**config.mk**
```make
export PLATFORM = sky130hd
export DESIGN_NAME = pc_fetch_unit
export DESIGN_NICKNAME = d
export VERILOG_FILES = /design/src/rtl/pc_fetch_unit_pkg.sv /design/src/rtl/pc_fetch_unit_pc_next_sel.sv /design/src/rtl/pc_fetch_unit.sv
export SDC_FILE = /design/constraint.sdc
export NUM_CORES = 1
export LEC_CHECK = 0
export ABC_CLOCK_PERIOD_IN_PS = 2100
export CAP_MARGIN = 20
export CORE_ASPECT_RATIO = 1.75
export CORE_MARGIN = 5
export CORE_UTILIZATION = 47
export CTS_CLUSTER_DIAMETER = 120
export DETAILED_ROUTE_END_ITERATION = 16
export PLACE_DENSITY_LB_ADDON = 0.25
export SLEW_MARGIN = 20
export SYNTH_ARGS = -nofsm -noshare
export SYNTH_HDL_FRONTEND = slang
export SYNTH_HIERARCHICAL = 1
export SYNTH_SLANG_ARGS = --single-unit
```
**constraint.sdc**
```tcl
create_clock -name clk -period 2.1 [get_ports clk]
set_clock_uncertainty 0.1 [all_clocks]
set_input_delay 0.21 -clock clk [delete_from_list [all_inputs] [get_ports clk]]
set_output_delay 0.21 -clock clk [all_outputs]
set_load 0.01 [all_outputs]
```
**src/rtl/pc_fetch_unit_pkg.sv**
```systemverilog
// Shared definitions for the instruction-fetch stage: FSM encoding, NOP word, default reset PC.
package pc_fetch_unit_pkg;

  typedef enum logic [1:0] {
    ST_IDLE  = 2'd0,
    ST_WAIT  = 2'd1,
    ST_HOLD  = 2'd2,
    ST_DRAIN = 2'd3
  } fetch_state_t;

  localparam logic [31:0] NOP              = 32'h0000_0000;
  localparam logic [31:0] DEFAULT_RESET_PC = 32'h0000_0000;

  // Instruction addresses are always word aligned.
  function automatic logic [31:0] word_align(input logic [31:0] addr);
    return addr & ~32'h0000_0003;
  endfunction

endpackage

```
**src/rtl/pc_fetch_unit_pc_next_sel.sv**
```systemverilog
// Redirect priority and target alignment: a taken branch (older, from EX) beats a jump (from ID).
module pc_fetch_unit_pc_next_sel
  import pc_fetch_unit_pkg::*;
(
  input  logic        Brch,
  input  logic [31:0] BrchTarget,
  input  logic        Jmp,
  input  logic [31:0] JmpTarget,
  output logic        redirect,
  output logic [31:0] target
);

  assign redirect = Brch | Jmp;
  assign target   = word_align(Brch ? BrchTarget : JmpTarget);

endmodule

```
**src/rtl/pc_fetch_unit.sv**
```systemverilog
// Instruction-fetch stage: owns the PC, runs the req/ack imem handshake and feeds IF/ID,
// inserting NOP bubbles for stalls, outstanding fetches and killed instructions.
module pc_fetch_unit
  import pc_fetch_unit_pkg::*;
#(
  parameter logic [31:0] RESET_PC = DEFAULT_RESET_PC
) (
  input  logic        clk,
  input  logic        rst_n,
  input  logic        PCWrite,
  input  logic        Brch,
  input  logic [31:0] BrchTarget,
  input  logic        Jmp,
  input  logic [31:0] JmpTarget,
  output logic        imem_req,
  output logic [31:0] imem_addr,
  input  logic        imem_ack,
  input  logic [31:0] imem_rdata,
  output logic [31:0] Instr_o,
  output logic [31:0] PC_4_o,
  output logic        fetch_valid
);

  fetch_state_t state_reg, state_next;
  logic [31:0]  pc_reg, pc_next;
  logic [31:0]  hold_instr_reg, hold_instr_next;
  logic [31:0]  pend_tgt_reg, pend_tgt_next;

  logic         redirect;
  logic [31:0]  target;
  logic [31:0]  pc_plus4;

  pc_fetch_unit_pc_next_sel u_next_sel (
    .Brch       (Brch),
    .BrchTarget (BrchTarget),
    .Jmp        (Jmp),
    .JmpTarget  (JmpTarget),
    .redirect   (redirect),
    .target     (target)
  );

  assign pc_plus4 = pc_reg + 32'd4;

  always_ff @(posedge clk or negedge rst_n) begin
    if (!rst_n) begin
      state_reg      <= ST_IDLE;
      pc_reg         <= word_align(RESET_PC);
      hold_instr_reg <= NOP;
      pend_tgt_reg   <= 32'h0;
    end else begin
      state_reg      <= state_next;
      pc_reg         <= pc_next;
      hold_instr_reg <= hold_instr_next;
      pend_tgt_reg   <= pend_tgt_next;
    end
  end

  // A redirect never aborts an outstanding request; DRAIN lets it finish and discards the data.
  always_comb begin
    state_next      = state_reg;
    pc_next         = pc_reg;
    hold_instr_next = hold_instr_reg;
    pend_tgt_next   = pend_tgt_reg;
    case (state_reg)
      ST_IDLE: state_next = ST_WAIT;
      ST_WAIT: begin
        if (redirect && imem_ack) begin
          pc_next = target;
        end else if (redirect) begin
          pend_tgt_next = target;
          state_next    = ST_DRAIN;
        end else if (imem_ack && PCWrite) begin
          pc_next = pc_plus4;
        end else if (imem_ack) begin
          hold_instr_next = imem_rdata;
          state_next      = ST_HOLD;
        end
      end
      ST_HOLD: begin
        if (redirect) begin
          pc_next    = target;
          state_next = ST_WAIT;
        end else if (PCWrite) begin
          pc_next    = pc_plus4;
          state_next = ST_WAIT;
        end
      end
      ST_DRAIN: begin
        if (redirect) pend_tgt_next = target;
        if (imem_ack) begin
          pc_next    = redirect ? target : pend_tgt_reg;
          state_next = ST_WAIT;
        end
      end
      default: state_next = ST_IDLE;
    endcase
  end

  always_comb begin
    imem_req    = (state_reg == ST_WAIT) || (state_reg == ST_DRAIN);
    imem_addr   = pc_reg;
    fetch_valid = (((state_reg == ST_WAIT) && imem_ack) || (state_reg == ST_HOLD)) && !redirect;
    Instr_o     = NOP;
    if (fetch_valid) Instr_o = (state_reg == ST_HOLD) ? hold_instr_reg : imem_rdata;
    PC_4_o      = pc_plus4;
  end

endmodule

```
==> results of run 1 <==
-- synthesized netlist by cell type (4+ instances only) --
master	n	share of area, %
nor4_1	11	1.1
nand4_1	6	0.62
or3_1	6	0.62
nor3_1	6	0.49
clkbuf_1	20	1.2
mux2_2	93	17
buf_6	5	0.92
o22ai_1	7	0.72
nor2_1	27	1.7
xnor2_1	19	2.7
o31a_1	4	0.57
buf_2	17	1.4
nand2b_1	4	0.41
a21oi_1	49	4.0
a22o_1	5	0.72
inv_1	10	0.62
a22oi_1	16	2.0
buf_4	9	1.1
dfrtp_1	98	40
o21ai_0	30	2.5
nand2_1	98	6.0
xor2_1	9	1.3
a222oi_1	5	0.82
a31oi_1	4	0.41
and3_1	11	1.1
nand3_1	12	0.98
-- what timing repair did --
| action | in CTS | in global routing |
|---|---|---|
| hold endpoints to repair | 19 | 0 |
| resized for setup | 205 | 118 |
| setup endpoints to repair | 67 | 70 |
| pin swaps | 16 | 36 |
| gates cloned | 0 | 0 |
| buffers inserted | 15 | 19 |
| hold buffers | 1 | 0 |
-- stage by stage --
step                hold slack (ps)  setup WS, ps  total power, W  setup TNS, ps  utilization [%]
global route                    224          -218         0.00771          -3370             76.1
floorplan                      -186          29.9         0.00390              0                -
detailed placement             27.9          -339         0.00548         -25060             69.9
CTS                             199          -191         0.00715          -1620             74.0
finish                          195          -156         0.00736          -1540             76.1
global placement               18.7          -306         0.00537         -23000             69.9
-- area by class of cell --
class / instances / area, um2 / area share (%)
clock buffers: 12 / 246 / 2.52
clock inverters: 4 / 51.3 / 0.524
inverters: 10 / 37.5 / 0.383
multi-input cells: 471 / 3740 / 38.2
flip-flops and latches: 98 / 2460 / 25.1
well taps: 171 / 214 / 2.18
repair buffers: 344 / 3050 / 31.1
-- routing by layer --
layer	GRT usage (%)	routed length [um]	up-vias
li1	-	-	2871
met1	28.2	7230	3093
met3	4.08	1550	99
met2	49.3	12000	347
met5	0	0	-
met4	13.0	1290	0
-- final timing paths --
check                                                endpoint  slack, ps  cells after the start
worst max-delay path                               PC_4_o[31]       -160                      6
worst min-delay path             pend_tgt_reg[23]$_DFFE_PN0P_        200                      2
worst max register to register      imem_addr[23]$_DFFE_PN0P_        -60                      8
worst min register to register  hold_instr_reg[5]$_DFFE_PN0P_        410                      1
max in group asynchronous            state_reg[1]$_DFFE_PN0P_       1040                      3
min in group clk                hold_instr_reg[5]$_DFFE_PN0P_        390                      2
-- power breakdown --
part	switching (W)	total (W)	internal, W
logic	0.00141	0.00304	0.00162
registers	0.000339	0.00265	0.00231
clock network	0.000713	0.00167	0.000958
total	0.00247	0.00736	0.00489
-- logic make-up after synthesis --
| logic type | after synthesis | synth area share, % |
|---|---|---|
| AOI/OAI and AO/OA | 140 | 14.5 |
| buffers and inverters | 68 | 6.01 |
| xor gates and xnor gates | 28 | 4.02 |
| DFF | 98 | 40.2 |
| adders and majority gates | 1 | 0.205 |
| other | 1 | 0.0615 |
| muxes | 95 | 17.5 |
| and+or+nand+nor | 205 | 17.4 |
-- critical path, stage by stage (launching register included) --
cell     delay (ps)
dfrtp_2         450
nand4_4         140
buf_4           190
nor4_4          250
and4_4          290
xor2_1          130
buf_2           150
==> metrics.csv, run 1 <==
metric,value,unit
grt.overflow.total,0,
ant_nets,0,
worstSetupPathType,reg -> out,
instances_no_fill,1110,
area_delta_synth_final,60.6,%
die_area,0.0154,mm2
syn_area,0.00610,mm2
grt_max_degree,55,
drc,0,
synthDistinctLibCells,62,
grtUsageTotal,26.7,%
final_common_cell,clkdlybuf4s50_1,
first_global_vias,6788,
critPathRequiredTime,1790,ps
cts_sinks,98,
dp_hpwl,15300,um
startpoint,imem_addr[12]$_DFFE_PN0P_,
violations,setup timing,
hold_viol_final,0,
io-pin-count,200,
path_clk_slew,70,ps
async_flop_share,100,%
yosysSeqAreaShare,40.2,%
crit_path_max_fanout,5,
diodes,0,
p_per_area,751,mW/mm2
wirelength,22000,um
fin_crit,2260,ps
chipWidth,96.1,um
place_inst,1060,
die_h,161,um
cts_max_path_buffers,2,
min_path_type,in -> async,
synth_edf_count,0,
slew_viol_final,0,
port_buffers,195,
place_congestion,0.888,
setup_viol,20,
rsz0062_at_grt,yes,
fillers,861,
status,"finished, violations left",
ys_ff_latch,98,
cts_root_buf,clkbuf_16,
synth_cells,636,
initial_utilization,47.4,%
fmax,0.443,GHz
placed_area,0.00900,mm2
viasPerCell,5.77,
num_rows,55,
final_cell_mix,"clkdlybuf4s50_1 (132), buf_4 (110), mux2_2 (93)",
setup_slack,-156,ps
crit_arrival,1950,ps
drive_gt1_share,42.2,%
fin_nets,1037,
ys.flop_type,dfrtp_1,
start_kind,register,
final_area,0.00980,mm2
first_pass_iters,6,
p_leak,4.39,nW
core_area,0.0129,mm2
endpoint_kind,output pin,
worstReg2RegStart,imem_addr[7]$_DFFE_PN0P_,
grt_pass1_wl,32800,um
wl_per_cell,19.8,um
ir_worst_vdd,467,uV
ys.warnings.count,6,
vias,6410,
cts_buffers,9,
clock_latency,340,ps
period_share,107,%
drt_iter0_markers,434,
h-tree-depth,3,
antenna_found_initial,0,
syn_avg_cell_area,9.59,um2
cts_tree,done,
drv_cap,0,
(Power assumes the default switching activity.)
==> inputs of run 2 (changes only) <==
--- a/config.mk
+++ b/config.mk
@@ -9,7 +9,7 @@
 export CAP_MARGIN = 20
 export CORE_ASPECT_RATIO = 1.75
 export CORE_MARGIN = 5
-export CORE_UTILIZATION = 47
+export CORE_UTILIZATION = 45
 export CTS_CLUSTER_DIAMETER = 120
 export DETAILED_ROUTE_END_ITERATION = 16
 export PLACE_DENSITY_LB_ADDON = 0.25
==> run 2 against run 1 <==
The run still ends with setup timing left. Worst setup slack worse by 33 ps. Routed wire length is 1.5% lower. Clock-buffer cell count is 2 lower. Worst hold slack better by 46 ps. Global-route usage is 1.6 points lower. Final cell count is 0.45% higher. Via count is 1.1% lower. Critical path type unchanged. Largest power group unchanged. Highest routed layer unchanged.
==> metrics.csv, run 2 (same netlist as run 1, synthesis figures left out) <==
metric,value,unit,change
status,"finished, violations left",,
violations,setup timing,,
fin_crit,2290,ps,+33.0 ps
drt_iter0_markers,255,,-41%
cts_tree,done,,
h-tree-depth,3,,unchanged
wirelength,21700,um,-1.5%
crit_path_cell_trace,"nand4_4, buf_12, buf_6, nor3_4, buf_6, nand4_1, xnor2_1, buf_2",,
period_share,109,%,+1.6 points
worst_pin_slew,532,ps,
initial_utilization,45.6,%,-1.8 points
slew_viol_final,0,,unchanged
port_buffers,195,,unchanged
dp_hpwl,15000,um,-2.4%
cts_buffers,9,,unchanged
setup_viol,25,,+25%
internal_power,0.00490,W,about the same
ant_nets,0,,unchanged
grt_max_degree,50,,-9.1%
instances_no_fill,1115,,+0.45%
drive_gt1_share,41.2,%,-0.94 points
die_h,164,um,+2.1%
ir_worst_vdd,610,uV,+31%
clock_latency,350,ps,about the same
first_pass_iters,5,,-1
diodes,0,,unchanged
critPathRequiredTime,1790,ps,about the same
place_inst,1064,,+0.38%
drc,0,,unchanged
p_total,0.00738,W,+0.23%
rsz0062_at_grt,yes,,
p_leak,4.45,nW,+1.5%
final_area,0.00994,mm2,+1.5%
worstSetupPathType,reg -> out,,
final_cell_mix,"clkdlybuf4s50_1 (132), buf_4 (104), mux2_2 (93), dfrtp_1 (93), nand2_1 (91)",,
worst_hold_slack,241,ps,+45.9 ps
pwr-share-comb,40.8,%,-0.5 points
grt.overflow.total,0,,unchanged
viasPerCell,5.69,,-1.5%
placed_area,0.00900,mm2,about the same
switchingPower,0.00248,W,+0.52%
num_rows,56,,+1.8%
grt_pass1_wl,32600,um,-0.63%
crit_path_max_fanout,3,,-2
fin_nets,1039,,+0.19%
path_clk_slew,70,ps,about the same
endpoint_kind,output pin,,
seqPwrFrac,35.6,%,-0.4 points
antenna_found_initial,0,,unchanged
fmax,0.437,GHz,-1.4%
critPathMostFrequentCell,buf_6,,
start_kind,register,,
power_switching_share,33.6,%,+0.097 points
area_delta_synth_final,63.0,%,
ff_latch_area,0.00246,mm2,about the same
chipWidth,98,um,+2.0%
drv_cap,0,,unchanged
crit_arrival,1980,ps,+30 ps
slowest_delay,400,ps,-50 ps
dp_slack,-385,ps,-46.1 ps
io-pin-count,200,,unchanged
wl_per_cell,19.5,um,-1.9%
p_per_area,742,mW/mm2,-1.2%
rrSetupSlack,-140,ps,-80 ps
slowest_stage,dfrtp_1,,
cts_sinks,98,,unchanged
place_congestion,0.921,,+3.8%
cts_max_path_buffers,2,,unchanged
setup_slack,-189,ps,-33.0 ps
multi_input_area,0.00374,mm2,about the same
die_area,0.0161,mm2,+4.1%
p_clk_share,23.6,%,+0.9 points
grtUsageTotal,25.0,%,-1.6 points
core_area,0.0134,mm2,+4.0%
first_global_vias,6730,,-0.85%
min_path_type,in -> async,,
fillers,925,,+7.4%
slew_headroom,64.5,%,
cts_root_buf,clkbuf_16,,
final_common_cell,clkdlybuf4s50_1,,
hold_viol_final,0,,unchanged
vias,6341,,-1.1%
## run 2: cell count changes in the layout (fill, tap and decap cells not counted), moves of 3 or more
cell and delta:
a21oi_1 -3, nor4_2 +3, inv_6 +3, nor2_1 +3, buf_4 -6, clkdlybuf4s15_1 +8, buf_6 +7, a21oi_2 +3
clkbuf_2 -9
## run 2: per-layer routing
| layer | track usage [%] | vias up | part of all wire [%] |
|---|---|---|---|
| met2 | 46.5 | 302 | 55 |
| met1 | 25.5 | 3086 | 34 |
| met4 | 15.3 | 0 | 4.8 |
| li1 | - | 2881 | - |
| met5 | 0 | - | 0 |
| met3 | 4.72 | 72 | 6.6 |
## run 2: final cells by class
type                    instances  share of cell area, %
multi-input cells             471                   37.6
repair buffers                346                   32.0
flip-flops and latches         98                   24.7
clock buffers                  10                   2.40
well taps                     174                   2.19
clock inverters                 6                  0.730
inverters                      10                  0.378
## run 2: power by group through the flow
stage | combinational, W | clock [W] | sequential (W)
after global placement | 0.00277 | 0 | 0.00260
after CTS | 0.00287 | 0.00177 | 0.00261
after detailed placement | 0.00285 | 0 | 0.00263
final | 0.00301 | 0.00174 | 0.00263
after global routing | 0.00320 | 0.00183 | 0.00267
after floorplan | 0.00121 | 0 | 0.00269
## run 2: path summary, 6_finish.rpt
kind,from,end,cells past startpoint
max in group asynchronous,rst_n,imem_addr[12]$_DFFE_PN0P_,3
worst max-delay path,imem_addr[6]$_DFFE_PN0P_,PC_4_o[23],8
min in group clk,pend_tgt_reg[0]$_DFFE_PN0P_,pend_tgt_reg[0]$_DFFE_PN0P_,1
worst min register to register,pend_tgt_reg[0]$_DFFE_PN0P_,pend_tgt_reg[0]$_DFFE_PN0P_,1
worst min-delay path,rst_n,imem_addr[21]$_DFFE_PN0P_,2
worst max register to register,imem_addr[6]$_DFFE_PN0P_,imem_addr[23]$_DFFE_PN0P_,9
## run 2: metrics by stage
step | TNS, ps | utilization (%)
global route | -4690 | 74.3
finish | -2510 | 74.3
global placement | -26020 | 67.2
CTS | -4010 | 72.5
floorplan | 0 | -
detailed placement | -33500 | 67.2
## run 2: critical path, delay by kind of cell (launching register included)
| kind | cells | cell delay, ps |
|---|---|---|
| xor+xnor | 1 | 180 |
| buf+inv | 4 | 580 |
| flops | 1 | 400 |
| simple gates | 3 | 470 |
## run 2: repair_timing
| item | in CTS | in global routing |
|---|---|---|
| resized for setup | 212 | 101 |
| setup buffers | 23 | 14 |
| hold buffers | 1 | 0 |
| hold endpoints to repair | 28 | 0 |
| cloned | 1 | 1 |
| pin swaps | 38 | 28 |
| endpoints found under the setup margin | 67 | 82 |
